### src/rtl/tinker_pkg.sv
// Shared types and constants for the Tinker fetch stage.
package tinker_pkg;

   localparam int INSTR_W = 32;
   localparam int ADDR_W  = 64;

   localparam logic [ADDR_W-1:0] DEFAULT_RESET_PC = 64'h2000;

   localparam int OPC_MSB = 31;
   localparam int OPC_LSB = 27;
   localparam int RD_MSB  = 26;
   localparam int RD_LSB  = 22;
   localparam int RS_MSB  = 21;
   localparam int RS_LSB  = 17;
   localparam int RT_MSB  = 16;
   localparam int RT_LSB  = 12;
   localparam int L_MSB   = 11;
   localparam int L_LSB   = 0;

   typedef enum logic [1:0] {
      RUN    = 2'd0,
      WAIT   = 2'd1,
      HALTED = 2'd2
   } fetch_state_t;

   typedef struct packed {
      logic [ADDR_W-1:0]  pc;
      logic [INSTR_W-1:0] instr;
   } fetch_entry_t;

   function automatic logic [ADDR_W-1:0] align_pc(input logic [ADDR_W-1:0] pc);
      return pc & ~ADDR_W'(3);
   endfunction

endpackage

### src/rtl/fetch_fifo.sv
// Small power-of-two FIFO holding {pc, instr} entries for the fetch stage.
module fetch_fifo
   import tinker_pkg::*;
#(
   parameter int DEPTH = 2,
   parameter int CNT_W = $clog2(DEPTH) + 1
) (
   input  logic             clk,
   input  logic             reset_n,
   input  logic             i_push,
   input  fetch_entry_t     i_entry,
   input  logic             i_pop,
   input  logic             i_flush,
   output fetch_entry_t     o_head,
   output logic             o_full,
   output logic             o_empty,
   output logic [CNT_W-1:0] o_count
);

   localparam int PTR_W = $clog2(DEPTH);

   fetch_entry_t     r_mem [DEPTH];
   logic [PTR_W-1:0] r_rd;
   logic [PTR_W-1:0] r_wr;
   logic [CNT_W-1:0] r_cnt;
   logic             w_pop;
   logic             w_push;

   assign o_full  = (r_cnt == CNT_W'(DEPTH));
   assign o_empty = (r_cnt == '0);
   assign o_count = r_cnt;
   assign o_head  = r_mem[r_rd];

   // A push into a full buffer is only accepted when the head leaves in the same cycle.
   assign w_pop  = i_pop & ~o_empty;
   assign w_push = i_push & (~o_full | w_pop);

   always_ff @(posedge clk or negedge reset_n) begin
      if (!reset_n) begin
         for (int i = 0; i < DEPTH; i++) r_mem[i] <= '0;
         r_rd  <= '0;
         r_wr  <= '0;
         r_cnt <= '0;
      end else if (i_flush) begin
         r_rd  <= '0;
         r_wr  <= '0;
         r_cnt <= '0;
      end else begin
         if (w_push) begin
            r_mem[r_wr] <= i_entry;
            r_wr        <= r_wr + PTR_W'(1);
         end
         if (w_pop) r_rd <= r_rd + PTR_W'(1);
         r_cnt <= r_cnt + CNT_W'(w_push) - CNT_W'(w_pop);
      end
   end

endmodule

### src/rtl/tinker_fetch.sv
// Tinker instruction fetch: PC, single-outstanding memory reads, instruction buffer.
// Optional TINKER_FETCH_PERF_EN adds saturating fetch/redirect counters.
//
// state  | meaning
// RUN    | may issue a request (subject to buffer room)
// WAIT   | one request outstanding; r_drop discards its response
// HALTED | no issue until the next redirect
module tinker_fetch
   import tinker_pkg::*;
#(
   parameter logic [ADDR_W-1:0] RESET_PC  = DEFAULT_RESET_PC,
   parameter int                BUF_DEPTH = 2
) (
   input  logic               clk,
   input  logic               reset_n,
   output logic               mem_req_valid,
   input  logic               mem_req_ready,
   output logic [ADDR_W-1:0]  mem_req_addr,
   input  logic               mem_rsp_valid,
   input  logic [INSTR_W-1:0] mem_rsp_data,
   output logic               instr_valid,
   input  logic               instr_ready,
   output logic [INSTR_W-1:0] instr,
   output logic [ADDR_W-1:0]  instr_pc,
   input  logic               redirect_valid,
   input  logic [ADDR_W-1:0]  redirect_pc,
   input  logic               halt
`ifdef TINKER_FETCH_PERF_EN
   ,
   output logic [31:0]        fetch_count,
   output logic [31:0]        redirect_count
`endif
);

   localparam int CNT_W = $clog2(BUF_DEPTH) + 1;

   fetch_state_t     r_state;
   logic [ADDR_W-1:0] r_pc;
   logic             r_req_valid;
   logic             r_drop;
   logic             r_halt;

   logic             w_accept;
   logic             w_push;
   logic             w_pop;
   logic             w_halt_seen;
   logic             w_outst_next;
   logic             w_room_next;
   logic             w_empty;
   logic             w_unused_full;
   logic [CNT_W-1:0] w_count;
   logic [CNT_W-1:0] w_cnt_next;
   fetch_entry_t     w_entry;
   fetch_entry_t     w_head;

   assign mem_req_valid = r_req_valid;
   assign mem_req_addr  = r_pc;

   assign w_accept     = r_req_valid & mem_req_ready;
   assign w_push       = (r_state == WAIT) & mem_rsp_valid & ~r_drop & ~redirect_valid;
   assign w_pop        = instr_valid & instr_ready & ~redirect_valid;
   assign w_halt_seen  = r_halt | halt;
   assign w_outst_next = ((r_state == WAIT) & ~mem_rsp_valid) | w_accept;
   assign w_cnt_next   = w_count + CNT_W'(w_push) - CNT_W'(w_pop);
   assign w_room_next  = (w_cnt_next < CNT_W'(BUF_DEPTH));

   // r_pc already advanced past the outstanding request when its response lands.
   assign w_entry = '{pc: r_pc - ADDR_W'(4), instr: mem_rsp_data};

   fetch_fifo #(.DEPTH(BUF_DEPTH)) u_fifo (
      .clk     (clk),
      .reset_n (reset_n),
      .i_push  (w_push),
      .i_entry (w_entry),
      .i_pop   (w_pop),
      .i_flush (redirect_valid),
      .o_head  (w_head),
      .o_full  (w_unused_full),
      .o_empty (w_empty),
      .o_count (w_count)
   );

   assign instr_valid = ~w_empty;
   assign instr       = w_head.instr;
   assign instr_pc    = w_head.pc;

   always_ff @(posedge clk or negedge reset_n) begin
      if (!reset_n) begin
         r_state     <= RUN;
         r_pc        <= RESET_PC;
         r_req_valid <= 1'b0;
         r_drop      <= 1'b0;
         r_halt      <= 1'b0;
      end else if (redirect_valid) begin
         r_pc   <= align_pc(redirect_pc);
         r_halt <= 1'b0;
         if (w_outst_next) begin
            r_state     <= WAIT;
            r_drop      <= 1'b1;
            r_req_valid <= 1'b0;
         end else begin
            r_state     <= RUN;
            r_drop      <= 1'b0;
            r_req_valid <= 1'b1;
         end
      end else begin
         r_halt <= w_halt_seen;
         case (r_state)
            RUN: begin
               if (w_accept) begin
                  r_pc        <= r_pc + ADDR_W'(4);
                  r_state     <= WAIT;
                  r_req_valid <= 1'b0;
               end else if (halt) begin
                  r_state     <= HALTED;
                  r_req_valid <= 1'b0;
               end else begin
                  r_req_valid <= w_room_next;
               end
            end
            WAIT: begin
               if (mem_rsp_valid) begin
                  r_drop <= 1'b0;
                  if (w_halt_seen) begin
                     r_state     <= HALTED;
                     r_req_valid <= 1'b0;
                  end else begin
                     r_state     <= RUN;
                     r_req_valid <= w_room_next;
                  end
               end
            end
            HALTED:  r_req_valid <= 1'b0;
            default: begin
               r_state     <= RUN;
               r_req_valid <= 1'b0;
            end
         endcase
      end
   end

`ifdef TINKER_FETCH_PERF_EN
   logic [31:0] r_fetch_cnt;
   logic [31:0] r_redir_cnt;

   always_ff @(posedge clk or negedge reset_n) begin
      if (!reset_n) begin
         r_fetch_cnt <= '0;
         r_redir_cnt <= '0;
      end else begin
         if (w_push && (r_fetch_cnt != '1)) r_fetch_cnt <= r_fetch_cnt + 32'd1;
         if (redirect_valid && (r_redir_cnt != '1)) r_redir_cnt <= r_redir_cnt + 32'd1;
      end
   end

   assign fetch_count    = r_fetch_cnt;
   assign redirect_count = r_redir_cnt;
`endif

endmodule

### config.mk
export PLATFORM = sky130hd
export DESIGN_NAME = tinker_fetch
export DESIGN_NICKNAME = d
export VERILOG_FILES = /design/src/rtl/tinker_pkg.sv /design/src/rtl/fetch_fifo.sv /design/src/rtl/tinker_fetch.sv
export SDC_FILE = /design/constraint.sdc
export NUM_CORES = 1
export LEC_CHECK = 0
export BUFFER_PORTS_ARGS = -buffer_cell sky130_fd_sc_hd__clkbuf_2
export CAP_MARGIN = 20
export CELL_PAD_IN_SITES_DETAIL_PLACEMENT = 1
export CELL_PAD_IN_SITES_GLOBAL_PLACEMENT = 1
export CORE_MARGIN = 8
export CORE_UTILIZATION = 40
export CTS_CLUSTER_SIZE = 40
export DETAILED_ROUTE_END_ITERATION = 6
export PLACE_DENSITY_LB_ADDON = 0.25
export SLEW_MARGIN = 20
export SYNTH_ARGS = -nofsm -noshare
export SYNTH_HDL_FRONTEND = slang
export SYNTH_SLANG_ARGS = --single-unit
### constraint.sdc
create_clock -name clk -period 8.6 [get_ports clk]
set_input_delay 0.86 -clock clk [delete_from_list [all_inputs] [get_ports clk]]
set_output_delay 0.86 -clock clk [all_outputs]
set_load 0.01 [all_outputs]
==> flow_summary.yaml, run 1 <==
final_layout:
  n_fill_cell: 4008
  drive_above_1_share_pct: 24.8
  layout.nets: 1819
  register_area_um2: 6490
  final_core_util_pct: 47.8
  final_common_cell: "nand2_1"
  final_cell_mix: "354 x nand2_1, 257 x dfrtp_1, 256 x clkbuf_2, 137 x o21ai_0, 95 x mux2_2"
  fin_area_um2: 16100
  areaGrowthSynthToFinish_pct: 17.4
  final-instance-count-excl-fill: 2179
  multi_input_area_um2: 6590
  antennaDiodeCount: 0
power:
  power_density_nw_per_um2: 279
  leakage_nw: 7.23
  ir_drop_mv: 0.168
die:
  io_pins: 265
  die_area_um2: 40400
  initial_utilization_pct: 40.7
  rows: 67
  fp.dieW_um: 201
  coreArea_um2: 33600
  die_h_um: 201
detailed_routing:
  wirelength_mm: 44.1
  first_pass_iters: 5
  ant_nets: 0
  drt-wirelength-per-cell_um: 20.3
  routed_via_density: 5.46
  drc_errors: 0
  first_iter_violations: 635
  dr_total_vias: 11900
place:
  dpl_cell_area_um2: 15100
  place_congestion: 0.815
  io_buffers: 258
  place_inst: 2127
  post-place-ws_ns: 4.78
  dp_hpwl_mm: 31.1
setup_path:
  rr_worst_depth: 7
  required_ns: 7.74
  crit_arrival_ns: 2.79
  critPathLaunchType: "flip-flop"
  critPathMaxFanout: 63
  path_class: "flip-flop to output port"
  cp-end-kind: "output port"
global_route:
  use_met3_pct: 3.92
  grt_pass1_vias: 12600
  grt.total_usage_pct: 21.4
  grt_pass1_wl_mm: 71.3
  grt_max_degree: 148
  antenna_found_initial: 0
  grt_util_met1_pct: 30.0
  grt_busiest_layer: "met2"
  grtUsageMet2_pct: 33.6
  gr-total-overflow: 0
clocking:
  cts.sinks: 259
  cts_setup_buffers: 0
  clk_pin_slew_ns: 0.06
  clk_path_buf_depth: 3
  numCtsBuffers: 30
  cts_hold_buf: 0
  cts_tree: "done"
  post_cts_resized: 0
  root_buffer: "clkbuf_16"
  htree_levels: 1
  insertion_delay_ns: 0.56
logic_synthesis:
  ys_warn_count: 0
  syn_area_per_cell_um2: 8.88
  synth_cells: 1541
  synthFlopType: "dfrtp_1"
  ys_seq_elements: 259
  ys_seq_area_share_pct: 47.4
  synth.distinct_cells: 55
  synth_edf_count: 0
  async_flop_share_pct: 100
  syn_area_um2: 13700
timing:
  fmax_mhz: 274
  fin_skew_ns: 0.0182
  setup-tns-final_ns: 0
  worstMarginPinSlew_ns: 0.977
  setup_slack_ns: 4.95
  hold_violations: 0
  rsz0062_at_grt: "false"
  relSlewSlack_pct: 34.3
  slew_violations: 0
  period_share_pct: 42.5
  final.min_clock_period_ns: 3.65
  setup_viol: 0
run_status:
  status: "finished, final reports clean"
hold_path:
  hp-class: "primary input to asynchronous set/reset pin"
job:
  cap_violations: 0
[power by group]
group	switching (mW)	internal, mW
clock	0.511	0.719
sequential	0.282	1.62
combinational	0.752	0.600
total	1.55	2.94
[final cells by class]
cell class              instances  area share, %
well taps                     448           3.49
multi-input cells            1129           41.0
clock inverters                10          0.343
inverters                      23          0.537
flip-flops and latches        259           40.4
repair buffers                268           8.67
clock buffers                  42           5.58
[cells in the mapped netlist, types with 14 or more instances]
| master | count | area [µm²] |
|---|---|---|
| a31oi_1 | 53 | 332 |
| o31ai_1 | 23 | 173 |
| or4_1 | 35 | 263 |
| mux2_2 | 95 | 1070 |
| clkbuf_1 | 109 | 409 |
| nand4_1 | 34 | 213 |
| o21ai_0 | 137 | 686 |
| inv_1 | 22 | 82.6 |
| dfrtp_1 | 258 | 6460 |
| and4_1 | 14 | 123 |
| xor2_1 | 19 | 166 |
| xnor2_1 | 64 | 561 |
| nor2_1 | 91 | 342 |
| or3_1 | 25 | 156 |
| nor3_1 | 29 | 145 |
| nand3_1 | 34 | 170 |
| nand2_1 | 354 | 1330 |
| nor4_1 | 34 | 213 |
[per-layer routing]
metal / vias to the layer above / part of all wire [%]
met5: - / 0
met4: 0 / 2.7
met3: 68 / 4.9
met2: 274 / 45
met1: 5855 / 48
li1: 5699 / -
[registers in the layout, indices dropped and copies added (netlist names)]
register and cells:
u_fifo.r_wr 1, mem_req_valid 1, u_fifo.r_rd 1, r_halt 1, mem_req_addr 62, u_fifo.o_count 2, r_state 2, u_fifo.r_mem 188
r_drop 1
[worst paths after layout]
path                                                from  slack [ns]                             to
max reg2reg                  mem_req_addr[2]$_DFFE_PN0P_        5.29  u_fifo.r_mem[186]$_DFFE_PN0P_
max                              u_fifo.r_rd$_DFFE_PN0P_        4.95                   instr_pc[34]
min                                              reset_n        0.35  u_fifo.r_mem[102]$_DFFE_PN0P_
max in group asynchronous                        reset_n        6.90   mem_req_addr[49]$_DFFE_PN0P_
min reg2reg                u_fifo.r_mem[109]$_DFFE_PN0P_        0.47  u_fifo.r_mem[109]$_DFFE_PN0P_
min in group clk           u_fifo.r_mem[109]$_DFFE_PN0P_        0.47  u_fifo.r_mem[109]$_DFFE_PN0P_
[through the flow]
stage          hold WS, ns  power (mW)
2_1_floorplan        0.440        2.67
6_report             0.347        4.49
3_5_place_dp         0.458        3.29
3_3_place_gp         0.452        3.22
5_1_grt              0.409        4.77
4_1_cts              0.387        4.55
[cells by family (layout without fill, tap and decap cells)]
logic type / count (synthesis) / count (layout) / share of synthesized area, %
AND/OR/NAND/NOR: 700 / 700 / 24.2
flip-flops: 259 / 259 / 47.4
other: 1 / 4 / 0.0274
XOR/XNOR: 83 / 83 / 5.31
multiplexers: 96 / 96 / 7.89
adder cells (fa/ha/maj): 5 / 5 / 0.457
AO/OA/AOI/OAI: 241 / 241 / 10.2
buffers and inverters: 156 / 343 / 4.62
[critical path: stages (launching register included)]
cell,delay [ns]
dfrtp_4,0.75
buf_4,0.82
mux2_2,0.47
clkbuf_2,0.14
Power figures use the tool's default switching activity.
==> run 2, diff against run 1 <==
Settings changed: CORE_UTILIZATION 40 to 38.
Clock period 8.6 ns to 3.05 ns, I/O delays scaled along.
==> run 2 against run 1 <==
Effect of this change:
- sequential power rose to 2.8 times the previous value
- routed wire length rose by 8.7%
- die area grew 4.8%
- first-iteration DRC count is 9.4% higher
- total power rose to 2.9 times the previous value
- non-clock buffer count is 139 higher
- count of clock-buffer cells in the layout is 6 higher
- via count rose by 6.2%
- hold slack worse by 0.33 ns
- critical path depth is 5 higher
- utilization up 1.4 points
==> flow_summary.yaml, run 2 (synthesized netlist as in run 1, its figures left out) <==
run_status:
  status: "finished, final reports clean"
die:
  fp.dieW_um: 206
  coreArea_um2: 35500
  rows: 69
  die_area_um2: 42300
  die_h_um: 206
  initial_utilization_pct: 38.6
  io_pins: 265
final_layout:
  final_cell_mix: "354 x nand2_1, 257 x dfrtp_1, 256 x clkbuf_2, 137 x o21ai_0, 95 x mux2_2"
  largest_reg_flops: 188
  top_register: "u_fifo.r_mem"
  areaGrowthSynthToFinish_pct: 27.6
  n_fill_cell: 4165
  multi_input_area_um2: 6590
  layout.nets: 1958
  final_common_cell: "nand2_1"
  drive_above_1_share_pct: 26.0
  antennaDiodeCount: 0
  register_area_um2: 6490
  final_core_util_pct: 49.2
hold_path:
  holdPathEnd: "mem_req_addr[54]$_DFFE_PN0P_"
  hp-class: "primary input to flip-flop"
  min_from: "redirect_pc[54]"
  hold_depth: 3
setup_path:
  cp_cell_sequence: "inv_1, ha_1, or4b_1, or3_1, or3_1, buf_4, or4_1, a31oi_1"
  critPathMaxFanout: 17
  crit_arrival_ns: 3.38
  path_class: "flip-flop to flip-flop"
  slowest_stage: "or4b_1"
  cp-end-kind: "flip-flop"
  r2r_slack_ns: 0.13
  max_stage_delay_ns: 0.55
  regToRegEndpoint: "u_fifo.r_mem[186]$_DFFE_PN0P_"
  rr_worst_depth: 8
  reg2reg_from: "mem_req_addr[3]$_DFFE_PN0P_"
  critPathLaunchType: "flip-flop"
  cp_top_family: "simple AND/OR/NAND/NOR gates"
  path_common_cell: "or3_1"
  required_ns: 3.51
  path_buf_inv: 2
detailed_routing:
  routed_via_density: 5.41
  first_pass_iters: 4
  wirelength_mm: 48.0
  drt-wirelength-per-cell_um: 20.6
  drc_errors: 0
  first_iter_violations: 695
  dr_total_vias: 12600
  ant_nets: 0
clocking:
  insertion_delay_ns: 0.55
  root_buffer: "clkbuf_16"
  cts.sinks: 259
  cts_tree: "done"
  clk_pin_slew_ns: 0.06
  clk_path_buf_depth: 3
  htree_levels: 1
  numCtsBuffers: 30
place:
  place_congestion: 0.887
  dp_hpwl_mm: 33.5
  io_buffers: 258
  post-place-ws_ns: 0.193
timing:
  setup-tns-final_ns: 0
  fmax_mhz: 343
  setup_slack_ns: 0.133
  fin_skew_ns: 0.00870
  final.min_clock_period_ns: 2.92
  worstMarginPinSlew_ns: 0.879
  slew_violations: 0
  hold_violations: 0
  rsz0062_at_grt: "false"
  relSlewSlack_pct: 41.4
  period_share_pct: 95.6
  setup_viol: 0
global_route:
  antenna_found_initial: 0
  grt_max_degree: 98
  grt_pass1_wl_mm: 75.2
  grt.total_usage_pct: 22.2
  gr-total-overflow: 0
  grt_pass1_vias: 13300
power:
  ir_drop_mv: 0.410
  leakage_nw: 7.90
  power_density_nw_per_um2: 749
job:
  cap_violations: 0
[run 2: worst max path at each step]
| stage | start | endpoint | slack (ns) | cells after the start |
|---|---|---|---|---|
| 6_report | mem_req_addr[3]$_DFFE_PN0P_ | u_fifo.r_mem[186]$_DFFE_PN0P_ | 0.13 | 8 |
| 5_1_grt | mem_req_addr[41]$_DFFE_PN0P_ | u_fifo.r_mem[95]$_DFFE_PN0P_ | 0.009 | 6 |
| 4_1_cts | mem_req_addr[3]$_DFFE_PN0P_ | u_fifo.r_mem[74]$_DFFE_PN0P_ | 0.14 | 8 |
| 3_5_place_dp | mem_req_addr[3]$_DFFE_PN0P_ | u_fifo.r_mem[74]$_DFFE_PN0P_ | 0.19 | 8 |
| 3_3_place_gp | r_state[1]$_DFFE_PN0P_ | mem_req_addr[51]$_DFFE_PN0P_ | 0.24 | 7 |
| 2_1_floorplan | mem_req_addr[9]$_DFFE_PN0P_ | u_fifo.r_mem[184]$_DFFE_PN0P_ | 0.26 | 10 |
[run 2: layout make-up]
type | instances | share of cell area (%)
Clock buffer | 48 | 5.15
Multi-Input combinational cell | 1129 | 37.8
Sequential cell | 259 | 37.2
Tap cell | 461 | 3.30
Clock inverter | 7 | 0.523
Timing Repair Buffer | 407 | 15.6
Inverter | 23 | 0.495
[run 2: metrics by stage]
stage / std cells / hold WS, ns / instance area (µm²) / power, mW
floorplan: 1544 / 0.00941 / 13700 / 7.54
global placement: 2202 / 0.345 / 15700 / 9.23
detailed placement: 2202 / 0.356 / 15700 / 9.43
CTS: 2334 / 0.00256 / 17500 / 13.2
global route: 2334 / 0.0194 / 17500 / 13.9
finish: 2334 / 0.0176 / 17500 / 13.1
[run 2: where the power goes]
| part | total [mW] | internal [mW] | switching (mW) |
|---|---|---|---|
| combinational | 4.19 | 1.85 | 2.34 |
| clock | 3.62 | 2.18 | 1.45 |
| sequential | 5.25 | 4.58 | 0.675 |
[run 2: layer usage]
layer	wire length (µm)	share of wire [%]	vias up	track usage (%)
met4	1130	2.4	0	5.77
met1	22300	46	6288	31.2
met3	2740	5.7	64	3.75
met5	0	0	-	0
met2	21800	46	314	34.9
li1	-	-	5962	-
[run 2: worst min-delay path, cell delays in order]
cell and delay, ns:
clkbuf_2 0.08, nor2_1 0.09, a31oi_1 0.05
[run 2: timing repair]
action	in CTS	in global routing
endpoints found under the hold margin	187	0
resized for setup	0	1
buffers inserted	0	0
setup endpoints to repair	0	1
hold buffers	77	0
==> run 3, diff against run 2 <==
Settings changed: CORE_ASPECT_RATIO from default to 0.7, CORE_UTILIZATION 38 to 40, PLACE_DENSITY_LB_ADDON 0.25 to 0.15.
Clock period 3.05 ns to 2.85 ns, I/O delays scaled along.
==> run 3 against run 2 <==
Effect of this change:
- combinational power grew 10%
- flip-flop and latch count is the same
- highest routed layer is now met5
- die area shrank 4.4%
==> flow_summary.yaml, run 3 (synthesized netlist as in run 1, its figures left out) <==
setup_path:
  path_class: "flip-flop to flip-flop"
  required_ns: 3.32
  cp-end-kind: "flip-flop"
  reg2reg_from: "mem_req_addr[3]$_DFFE_PN0P_"
  r2r_slack_ns: 0.12
  critPathMaxFanout: 17
  regToRegEndpoint: "u_fifo.r_mem[90]$_DFFE_PN0P_"
  critPathLaunchType: "flip-flop"
  rr_worst_depth: 8
  crit_arrival_ns: 3.20
die:
  die_area_um2: 40500
  fp.dieW_um: 237
  rows: 56
  io_pins: 265
  initial_utilization_pct: 40.8
  die_h_um: 171
  coreArea_um2: 33600
place:
  place_inst: 2203
  io_buffers: 258
  place_congestion: 0.871
  dp_hpwl_mm: 35.8
global_route:
  grt.total_usage_pct: 24.3
  grt_pass1_vias: 13500
  grt_pass1_wl_mm: 78.8
  antenna_found_initial: 1
  grt_max_degree: 122
  gr-total-overflow: 0
final_layout:
  n_fill_cell: 3907
  top_register: "u_fifo.r_mem"
  final_cell_mix: "354 x nand2_1, 257 x dfrtp_1, 256 x clkbuf_2, 137 x o21ai_0, 95 x mux2_2"
  areaGrowthSynthToFinish_pct: 29.1
  layout.nets: 1989
  final_core_util_pct: 52.6
  final_common_cell: "nand2_1"
  final-instance-count-excl-fill: 2337
  drive_above_1_share_pct: 27.5
  largest_reg_flops: 188
clocking:
  cts.sinks: 259
  cts_tree: "done"
  insertion_delay_ns: 0.56
  numCtsBuffers: 28
  clk_pin_slew_ns: 0.07
  clk_path_buf_depth: 3
  htree_levels: 1
  root_buffer: "clkbuf_16"
detailed_routing:
  ant_nets: 0
  wirelength_mm: 50.6
  first_iter_violations: 893
  drt-wirelength-per-cell_um: 21.6
  drc_errors: 0
  routed_via_density: 5.53
  first_pass_iters: 4
  dr_total_vias: 12900
timing:
  fmax_mhz: 366
  period_share_pct: 95.8
  relSlewSlack_pct: 46.9
  hold_slack_ns: 0.00777
  setup_viol: 0
  rsz0062_at_grt: "false"
  hold_violations: 0
  fin_skew_ns: 0.0138
  final.min_clock_period_ns: 2.73
  worstMarginPinSlew_ns: 0.795
  setup-tns-final_ns: 0
  slew_violations: 0
power:
  power_mw: 13.9
  leakage_nw: 8.02
  power_density_nw_per_um2: 788
  ir_drop_mv: 0.451
hold_path:
  holdPathEnd: "mem_req_addr[25]$_DFFE_PN0P_"
  min_from: "redirect_pc[25]"
  hp-class: "primary input to flip-flop"
  hold_depth: 3
run_status:
  status: "finished, final reports clean"
job:
  cap_violations: 0
-- run 3: cell types whose count changed in the layout (fill, tap and decap cells not counted), sizes merged, moves of 3 or more --
cell / previous run / this run
buf: 74 / 101
clkinv: 3 / 6
clkinvlp: 1 / 4
dlygate4sd3: 77 / 83
clkbuf: 304 / 295
-- run 3: through the flow --
stage / worst slack (ns) / area (µm²)
final: 0.118 / 17700
after detailed placement: 0.0352 / 15900
after CTS: 0.0246 / 17600
after global placement: 0.0644 / 15900
after floorplan: 0.0560 / 13700
after global routing: 0.0120 / 17700
-- run 3: report_power, final --
part           internal, mW  switching (mW)  total, mW  leakage [nW]
Sequential             4.90           0.739       5.63          3.27
Combinational          2.03            2.58       4.61          4.31
Clock                  2.10            1.57       3.67         0.447
-- run 3: layer usage --
metal | global-route usage [%] | vias up | wire length [µm]
li1 | - | 6017 | -
met1 | 35.0 | 6506 | 24400
met2 | 38.1 | 325 | 22500
met3 | 3.95 | 64 | 2410
met4 | 5.63 | 2 | 1250
met5 | 0.726 | - | 30
-- run 3: timing repair --
action	4_1_cts	5_1_grt
hold buffers	83	0
setup buffers	0	0
endpoints found under the setup margin	0	31
hold endpoints to repair	190	0
resized for setup	0	6
-- run 3: how the worst max path moves through the flow --
| stage | start | to | cells after the start |
|---|---|---|---|
| after detailed placement | mem_req_addr[3]$_DFFE_PN0P_ | u_fifo.r_mem[154]$_DFFE_PN0P_ | 9 |
| after floorplan | mem_req_addr[9]$_DFFE_PN0P_ | u_fifo.r_mem[184]$_DFFE_PN0P_ | 10 |
| final | mem_req_addr[3]$_DFFE_PN0P_ | u_fifo.r_mem[90]$_DFFE_PN0P_ | 8 |
| after global placement | mem_req_addr[3]$_DFFE_PN0P_ | u_fifo.r_mem[58]$_DFFE_PN0P_ | 9 |
| after CTS | mem_req_addr[3]$_DFFE_PN0P_ | u_fifo.r_mem[154]$_DFFE_PN0P_ | 9 |
| after global routing | mem_req_addr[3]$_DFFE_PN0P_ | u_fifo.r_mem[80]$_DFFE_PN0P_ | 8 |
-- run 3: area by class of cell --
class	instances	area, µm²	area share, %
tap	435	544	3.08
clock buffer	39	822	4.65
clock inverter	11	101	0.574
multi-input combinational	1129	6620	37.5
inverter	23	86.3	0.489
antenna	1	2.50	0.0142
timing repair buffer	440	3000	17.0
sequential	259	6490	36.7
-- run 3: worst max-delay path: stages, from the launching register on --
cell and delay, ns:
dfrtp_1 0.37, inv_1 0.08, ha_1 0.16, or4b_4 0.50, or3_1 0.34, or3_1 0.32
buf_4 0.21, or4_1 0.43, a31oi_1 0.21
